<file path="config.mk">
export PLATFORM = sky130hd
export DESIGN_NAME = reg_file_flat
export DESIGN_NICKNAME = d
export VERILOG_FILES = /design/src/rtl/reg_file_pkg.sv /design/src/rtl/reg_file_if.sv /design/src/rtl/reg_file_rdport.sv /design/src/rtl/reg_file.sv /design/src/flat_wrapper.sv
export SDC_FILE = /design/constraint.sdc
export NUM_CORES = 2
export LEC_CHECK = 0
export CORE_ASPECT_RATIO = 1.2
export CORE_MARGIN = 2
export CORE_UTILIZATION = 63
export DETAILED_ROUTE_END_ITERATION = 10
export PLACE_DENSITY = 0.79
export SKIP_LAST_GASP = 1
export SLEW_MARGIN = 10
export SYNTH_ARGS = -nofsm -noshare
export SYNTH_HDL_FRONTEND = slang
export SYNTH_HIERARCHICAL = 1
export SYNTH_SLANG_ARGS = --single-unit
</file>
<file path="constraint.sdc">
create_clock -name clk -period 46.4 [get_ports clk]
set_input_delay 9.28 -clock clk [delete_from_list [all_inputs] [get_ports clk]]
set_output_delay 9.28 -clock clk [all_outputs]
set_load 0.02 [all_outputs]
</file>
<file path="src/rtl/reg_file_pkg.sv">
// Shared constants for the RV32I integer register file.
// Optional write-through forwarding is selected by the REGFILE_BYPASS_EN macro.
package reg_file_pkg;

  localparam int RF_WORDSIZE = 32;
  localparam int RF_REGNUM   = 32;
  localparam int RF_ADDRW    = 5;

  typedef logic [RF_WORDSIZE-1:0] word_t;
  typedef logic [RF_ADDRW-1:0]    reg_idx_t;

  // ABI register indices
  localparam reg_idx_t X0 = 5'd0;
  localparam reg_idx_t RA = 5'd1;
  localparam reg_idx_t SP = 5'd2;
  localparam reg_idx_t A0 = 5'd10;

  localparam logic [3:0] ALU_SUB = 4'b0110;

endpackage

</file>
<file path="src/rtl/reg_file_if.sv">
// Register file access bundle: two read ports and one write port.
// The core drives through master; the register file receives through slave.
interface reg_file_if
  import reg_file_pkg::*;
#(
  parameter int WORDSIZE = RF_WORDSIZE,
  parameter int ADDRW    = RF_ADDRW
);

  logic [ADDRW-1:0]    rs1;
  logic [ADDRW-1:0]    rs2;
  logic [ADDRW-1:0]    rd;
  logic                we;
  logic [WORDSIZE-1:0] wd;
  logic [WORDSIZE-1:0] rd1;
  logic [WORDSIZE-1:0] rd2;

  modport master (output rs1, rs2, rd, we, wd, input rd1, rd2);
  modport slave  (input rs1, rs2, rd, we, wd, output rd1, rd2);

endinterface

</file>
<file path="src/rtl/reg_file_rdport.sv">
// Combinational read port: x0 forced to zero, with optional forwarding of
// the in-flight write when the parent asserts byp_en.
module reg_file_rdport
  import reg_file_pkg::*;
#(
  parameter int WORDSIZE = RF_WORDSIZE,
  parameter int REGNUM   = RF_REGNUM,
  parameter int ADDRW    = RF_ADDRW
) (
  input  logic [ADDRW-1:0]                idx,
  input  logic [REGNUM-1:0][WORDSIZE-1:0] regs_view,
  input  logic                            byp_en,
  input  logic [ADDRW-1:0]                byp_idx,
  input  logic [WORDSIZE-1:0]             byp_data,
  output logic [WORDSIZE-1:0]             data
);

  always_comb begin
    data = '0;
    if (idx != '0) begin
      data = regs_view[idx];
      if (byp_en && (byp_idx == idx)) data = byp_data;
    end
  end

endmodule

</file>
<file path="src/rtl/reg_file.sv">
// RV32I integer register file: two combinational reads, one synchronous write,
// x0 hardwired to zero. Define REGFILE_BYPASS_EN for write-through forwarding.
module reg_file
  import reg_file_pkg::*;
#(
  parameter int WORDSIZE = RF_WORDSIZE,
  parameter int REGNUM   = RF_REGNUM,
  parameter int ADDRW    = RF_ADDRW
) (
  input logic       clk,
  input logic       rst,
  reg_file_if.slave bus
);

  logic [WORDSIZE-1:0]             regs [1:REGNUM-1];
  logic [REGNUM-1:0][WORDSIZE-1:0] regs_view;
  logic                            byp_en;

  always_ff @(posedge clk or posedge rst) begin
    if (rst) begin
      for (int unsigned i = 1; i < REGNUM; i++) regs[i] <= '0;
    end else if (bus.we && (bus.rd != '0)) begin
      regs[bus.rd] <= bus.wd;
    end
  end

  // Entry 0 has no storage; it appears as a constant zero in the read view.
  always_comb begin
    regs_view[0] = '0;
    for (int unsigned i = 1; i < REGNUM; i++) regs_view[i] = regs[i];
  end

`ifdef REGFILE_BYPASS_EN
  assign byp_en = bus.we && (bus.rd != '0) && !rst;
`else
  assign byp_en = 1'b0;
`endif

  reg_file_rdport #(.WORDSIZE(WORDSIZE), .REGNUM(REGNUM), .ADDRW(ADDRW)) u_rdport1 (
    .idx       (bus.rs1),
    .regs_view (regs_view),
    .byp_en    (byp_en),
    .byp_idx   (bus.rd),
    .byp_data  (bus.wd),
    .data      (bus.rd1)
  );

  reg_file_rdport #(.WORDSIZE(WORDSIZE), .REGNUM(REGNUM), .ADDRW(ADDRW)) u_rdport2 (
    .idx       (bus.rs2),
    .regs_view (regs_view),
    .byp_en    (byp_en),
    .byp_idx   (bus.rd),
    .byp_data  (bus.wd),
    .data      (bus.rd2)
  );

endmodule

</file>
<file path="src/flat_wrapper.sv">
// flat-port wrapper written by rule: the top's interface ports become plain ports
module reg_file_flat import reg_file_pkg::*;
#(
  parameter int WORDSIZE = RF_WORDSIZE,
  parameter int REGNUM   = RF_REGNUM,
  parameter int ADDRW    = RF_ADDRW
)
  (clk, rst, bus_rs1, bus_rs2, bus_rd, bus_we, bus_wd, bus_rd1, bus_rd2);
  reg_file_if #(.WORDSIZE(WORDSIZE), .ADDRW(ADDRW)) bus_i ();
  input logic clk;
  input logic rst;
  input wire logic [$bits(bus_i.rs1)-1:0] bus_rs1;
  input wire logic [$bits(bus_i.rs2)-1:0] bus_rs2;
  input wire logic [$bits(bus_i.rd)-1:0] bus_rd;
  input wire logic [$bits(bus_i.we)-1:0] bus_we;
  input wire logic [$bits(bus_i.wd)-1:0] bus_wd;
  output wire logic [$bits(bus_i.rd1)-1:0] bus_rd1;
  output wire logic [$bits(bus_i.rd2)-1:0] bus_rd2;
  assign bus_i.rs1 = bus_rs1;
  assign bus_i.rs2 = bus_rs2;
  assign bus_i.rd = bus_rd;
  assign bus_i.we = bus_we;
  assign bus_i.wd = bus_wd;
  assign bus_rd1 = bus_i.rd1;
  assign bus_rd2 = bus_i.rd2;
  reg_file #(.WORDSIZE(WORDSIZE), .REGNUM(REGNUM), .ADDRW(ADDRW)) u_core (.clk(clk), .rst(rst), .bus(bus_i));
endmodule
</file>
# == Word-level counts from Yosys, hierarchy flattened ==
# Cells that the tools add are included.
# Widths: inputs -> output; s select.
# word_totals
ff_bits,992
inputBits,50
output_inout_bits,64
elab_cells,50
# op_classes
order_cmp,4
n_mux,9
bitwise_logic,1
reduce_logical,5
# ops
op,count
$bwmux 992,1
$bmux 32 s5,2
$demux 32 s5,1
$mux 32,5
$reduce_bool 5->1,3
$lt 5x6->1 const B,2
$ge 6x6->1 const B,1
$lt 6x1->1 const B,1
$not 5->6,1
$logic_and 1x1->1,2

# == Logic depth before layout (Yosys ltp) ==
# depth
word_depth,6
depth_mapped,10
ltp_nobuf,5

# == By module ==
# The synthesis kept the hierarchy.
# modules_own_cells
module,n_inst,cells_each,area_each_um2,seq_area_each_um2
reg_file,1,2225,37160.6,24823.8
reg_file_rdport,2,852,9090.0,0.0

# == Least setup slack after synthesis ==
# Ideal clock, no wire load.
# synth_timing
path_type,input-to-output
from,input bus_rs1[0]
to,output bus_rd1[15]
arrival_ns,10.966
t_required_ns,37.120
setup_slack_ns,26.154
stages,9
n_path_buf,5
cell_sequence,buf_6 buf_12 buf_12 buf_6 buf_4 a211oi_1 a2111oi_0 a21oi_1 a21oi_1
# synth_via
elab_chain_cells,3
word_cells_on_any_way,4
cone_classes,mux (3); reduce/logical (1)
# synth_lines
element,line_no,text
from (decl),flat_wrapper.sv:12,input wire logic [$bits(bus_i.rs1)-1:0] bus_rs1;
$bmux 32 s5,reg_file_rdport.sv:21,data = regs_view[idx];
$mux 32 (implied by the code),reg_file_rdport.sv:21,
$mux 32 *,reg_file_rdport.sv:20,if (idx != '0) begin
to (decl),flat_wrapper.sv:17,output wire logic [$bits(bus_i.rd1)-1:0] bus_rd1;
# Every way passes the cells marked *; elsewhere a longest branch is shown, timed or not. The select of a mux whose other input is x is not followed.

# == Worst setup path in the final report ==
# layout_timing
from,input bus_rs1[0]
to,output bus_rd1[29]
# Same word-level chain as after synthesis.

==> impl_metrics.ini <==
[timing]
clock_skew_ns = 0
relSlewSlack_pct = -68.0
fmax_mhz = 43.0
drv_slew = 78
fin_ws_ns = 23.15
setup_viol = 0
layout_min_cycle_time_ns = 23.25
rsz0062_at_grt = no
final_hold_viol_count = 0
fin_crit_sh_pct = 50.1
worst_pin_slew_ns = 2.51
fin_tns_setup_ns = 0

[worst_setup_path]
reg2reg_slack_ns = 45.57
arrival_ns = 13.97
path_class = in -> out
timing.rr.start = u_core/regs[637]$_DFFE_PP0P_
required_ns = 37.12
start_kind = input port
rr_worst_depth = 1
cp-end-kind = output pin
timing.rr.end = u_core/regs[637]$_DFFE_PP0P_
worstPathMaxFanout = 99

[hold_path]
hp-start = u_core/regs[708]$_DFFE_PP0P_
min_path_type = reg -> reg
whs_path_depth = 1
worst_hold_path.endpoint = u_core/regs[708]$_DFFE_PP0P_

[grt]
antenna_found_initial = 12
overflow = 0
grt_max_degree = 173
grt_pass1_wl_mm = 255
groute.usage.overall_pct = 38.6
grt_pass1_vias = 38800

[floorplan]
core-area_um2 = 87400
die-area_um2 = 90200
start_util_pct = 63.3
die_x_um = 275
pin_count = 114
std_cell_rows = 119
die_h_um = 329

[power_and_ir_drop]
power.density_nw_per_um2 = 42.5
ir_drop_v = 0.0000360
leakage_nw = 26.2

[final_layout]
multi_input_area_um2 = 28400
seqCellArea_um2 = 24800
fin_area_um2 = 59900
largest_register = u_core/regs
n_fill_cell = 5972
drive_gt1_share_pct = 41.7
syn_to_final_growth_pct = 8.21
largest_reg_flops = 992
nets = 3940
reg_top3 = u_core/regs x992

[synthesis]
synth_edf_count = 0
syn_avg_cell_area_um2 = 14.1
synth_compound_gate_area_share_pct = 6.55
synth_fa_ha_area_share_pct = 0
ys_warn_count = 6
synth_seq_cells = 992
syn_area_um2 = 55300
synthSimpleGateAreaFrac_pct = 3.12
ys_seq_area_share_pct = 44.9
muxShareOfSynthArea_pct = 40.6
synth_top_family_by_area = multiplexers
ys_async_sr_fraction_pct = 100
synth_xor_area_share_pct = 0.158
synth_cell_types = 69
syn_inst = 3929
ys.flop_type = dfrtp_1

[placed_design]
place_congestion = 0.878
hpwlAfterDp_mm = 98.9
place_ws_ns = 23.29
portBuffers = 113
dpl_cell_area_um2 = 56600

[route]
wl_per_cell_um = 33.6
ant_nets = 0
vias = 38200
drt_first_pass_iters = 6
drt-vias-per-instance = 7.47
route.final.wire_length_mm = 172
drt_iter0_drc = 4778
drc_errors = 0

[clock_tree]
clkTransAtPathRegs_ns = 0.06
postCtsSetupRepairBufs = 0
clock_path_buffers = 3
cts_tree = yes
h-tree-depth = 3
root_buffer = clkbuf_16
cts_sinks = 992
numCtsBuffers = 100
clock_latency_ns = 0.69
ctsHoldBuffers = 0
ctsResizeCount = 0

[run]
cap_viol_max_count = 0

[run_status]
failed_checks = max-slew violations
outcome = finished, violations left
## layer usage
layer / vias to the layer above / track usage, % / wire (um)
met5: - / 0 / 117
met4: 18 / 20.5 / 10500
met3: 678 / 11.2 / 20900
met2: 2503 / 58.1 / 77900
met1: 19900 / 50.9 / 62300
li1: 15100 / - / -
## metrics by stage
step	power, W	util [%]	std cells	hold slack, ns
detailed placement	0.00171	64.7	4937	0.499
CTS	0.00254	68.5	5110	0.513
finish	0.00254	68.5	5112	0.515
floorplan	0.00156	-	3998	0.470
global route	0.00264	68.5	5110	0.528
global placement	0.00168	64.7	4937	0.481
## Yosys cell counts, types with 15 or more instances
cell type | number | area [um^2]
a211oi_1 | 24 | 180
a21oi_1 | 80 | 400
a221o_1 | 26 | 260
a221oi_1 | 78 | 683
a22oi_1 | 66 | 495
and4_1 | 16 | 140
buf_1 | 15 | 56.3
buf_12 | 20 | 400
buf_2 | 144 | 721
buf_4 | 22 | 165
buf_6 | 33 | 372
buf_8 | 16 | 240
clkbuf_1 | 162 | 608
dfrtp_1 | 992 | 24800
mux2_2 | 1008 | 11400
mux2i_1 | 312 | 3120
mux4_1 | 16 | 420
mux4_2 | 330 | 7430
nand2_1 | 94 | 353
nand2b_1 | 16 | 100
nand3_1 | 34 | 170
nor2_1 | 39 | 146
nor2b_1 | 22 | 138
nor3_1 | 46 | 230
nor4_1 | 18 | 113
o21ai_0 | 68 | 340
o21ai_1 | 16 | 80.1
o22ai_1 | 34 | 213
## report_power, final
group          leakage [nW]  switching, W  total (W)  internal [W]
logic                  11.8      0.000236   0.000548      0.000312
registers              12.7      0.000125    0.00116       0.00104
clock network          1.65      0.000350   0.000836      0.000486
## cells by family (layout without fill, tap and decap cells)
logic type,Yosys count,in the layout
buffers and inverters,419,382
AO/OA/AOI/OAI,500,500
flip-flops,992,992
AND/OR/NAND/NOR,327,327
multiplexers,1680,1680
other,1,72
XOR/XNOR,10,10
## cells in the final DEF, fill, tap and decap left out, types with 70 or more instances in the layout
cell type | synthesis | layout
a221oi_1 | 78 | 78
nand2_1 | 94 | 83
dfrtp_1 | 992 | 992
a21oi_1 | 80 | 80
mux2_2 | 1008 | 1008
clkdlybuf4s50_1 | 0 | 103
buf_4 | 22 | 89
mux4_2 | 330 | 330
conb_1 | 1 | 70
mux2i_1 | 312 | 312
clkbuf_16 | 0 | 103
## layout make-up
class | instances | share of cell area [%]
sequential | 992 | 41.5
multi-input combinational | 2587 | 47.4
clock inverter | 33 | 0.671
inverter | 7 | 0.0564
clock buffer | 140 | 4.89
antenna | 2 | 0.00836
timing repair buffer | 202 | 3.09
tap | 1149 | 2.40
## worst max-delay path, cell delays in order
cell,delay [ns]
buf_8,0.60
buf_12,0.59
buf_4,0.96
mux4_2,0.38
nor3_1,0.04
a2111oi_0,0.48
a21oi_1,0.17
a21oi_1,0.49
clkdlybuf4s50_1,0.71
## how the worst max path moves through the flow
| stage | start | to | cells past startpoint |
|---|---|---|---|
| 4_1_cts | bus_rs1[0] | bus_rd1[29] | 9 |
| 3_3_place_gp | bus_rs1[0] | bus_rd1[23] | 9 |
| 3_5_place_dp | bus_rs1[0] | bus_rd1[23] | 9 |
| 2_1_floorplan | rst | u_core/regs[0]$_DFFE_PP0P_ | 1 |
| 6_report | bus_rs1[0] | bus_rd1[29] | 9 |
| 5_1_grt | bus_rs1[0] | bus_rd1[29] | 9 |
Power figures use the tool's default switching activity.
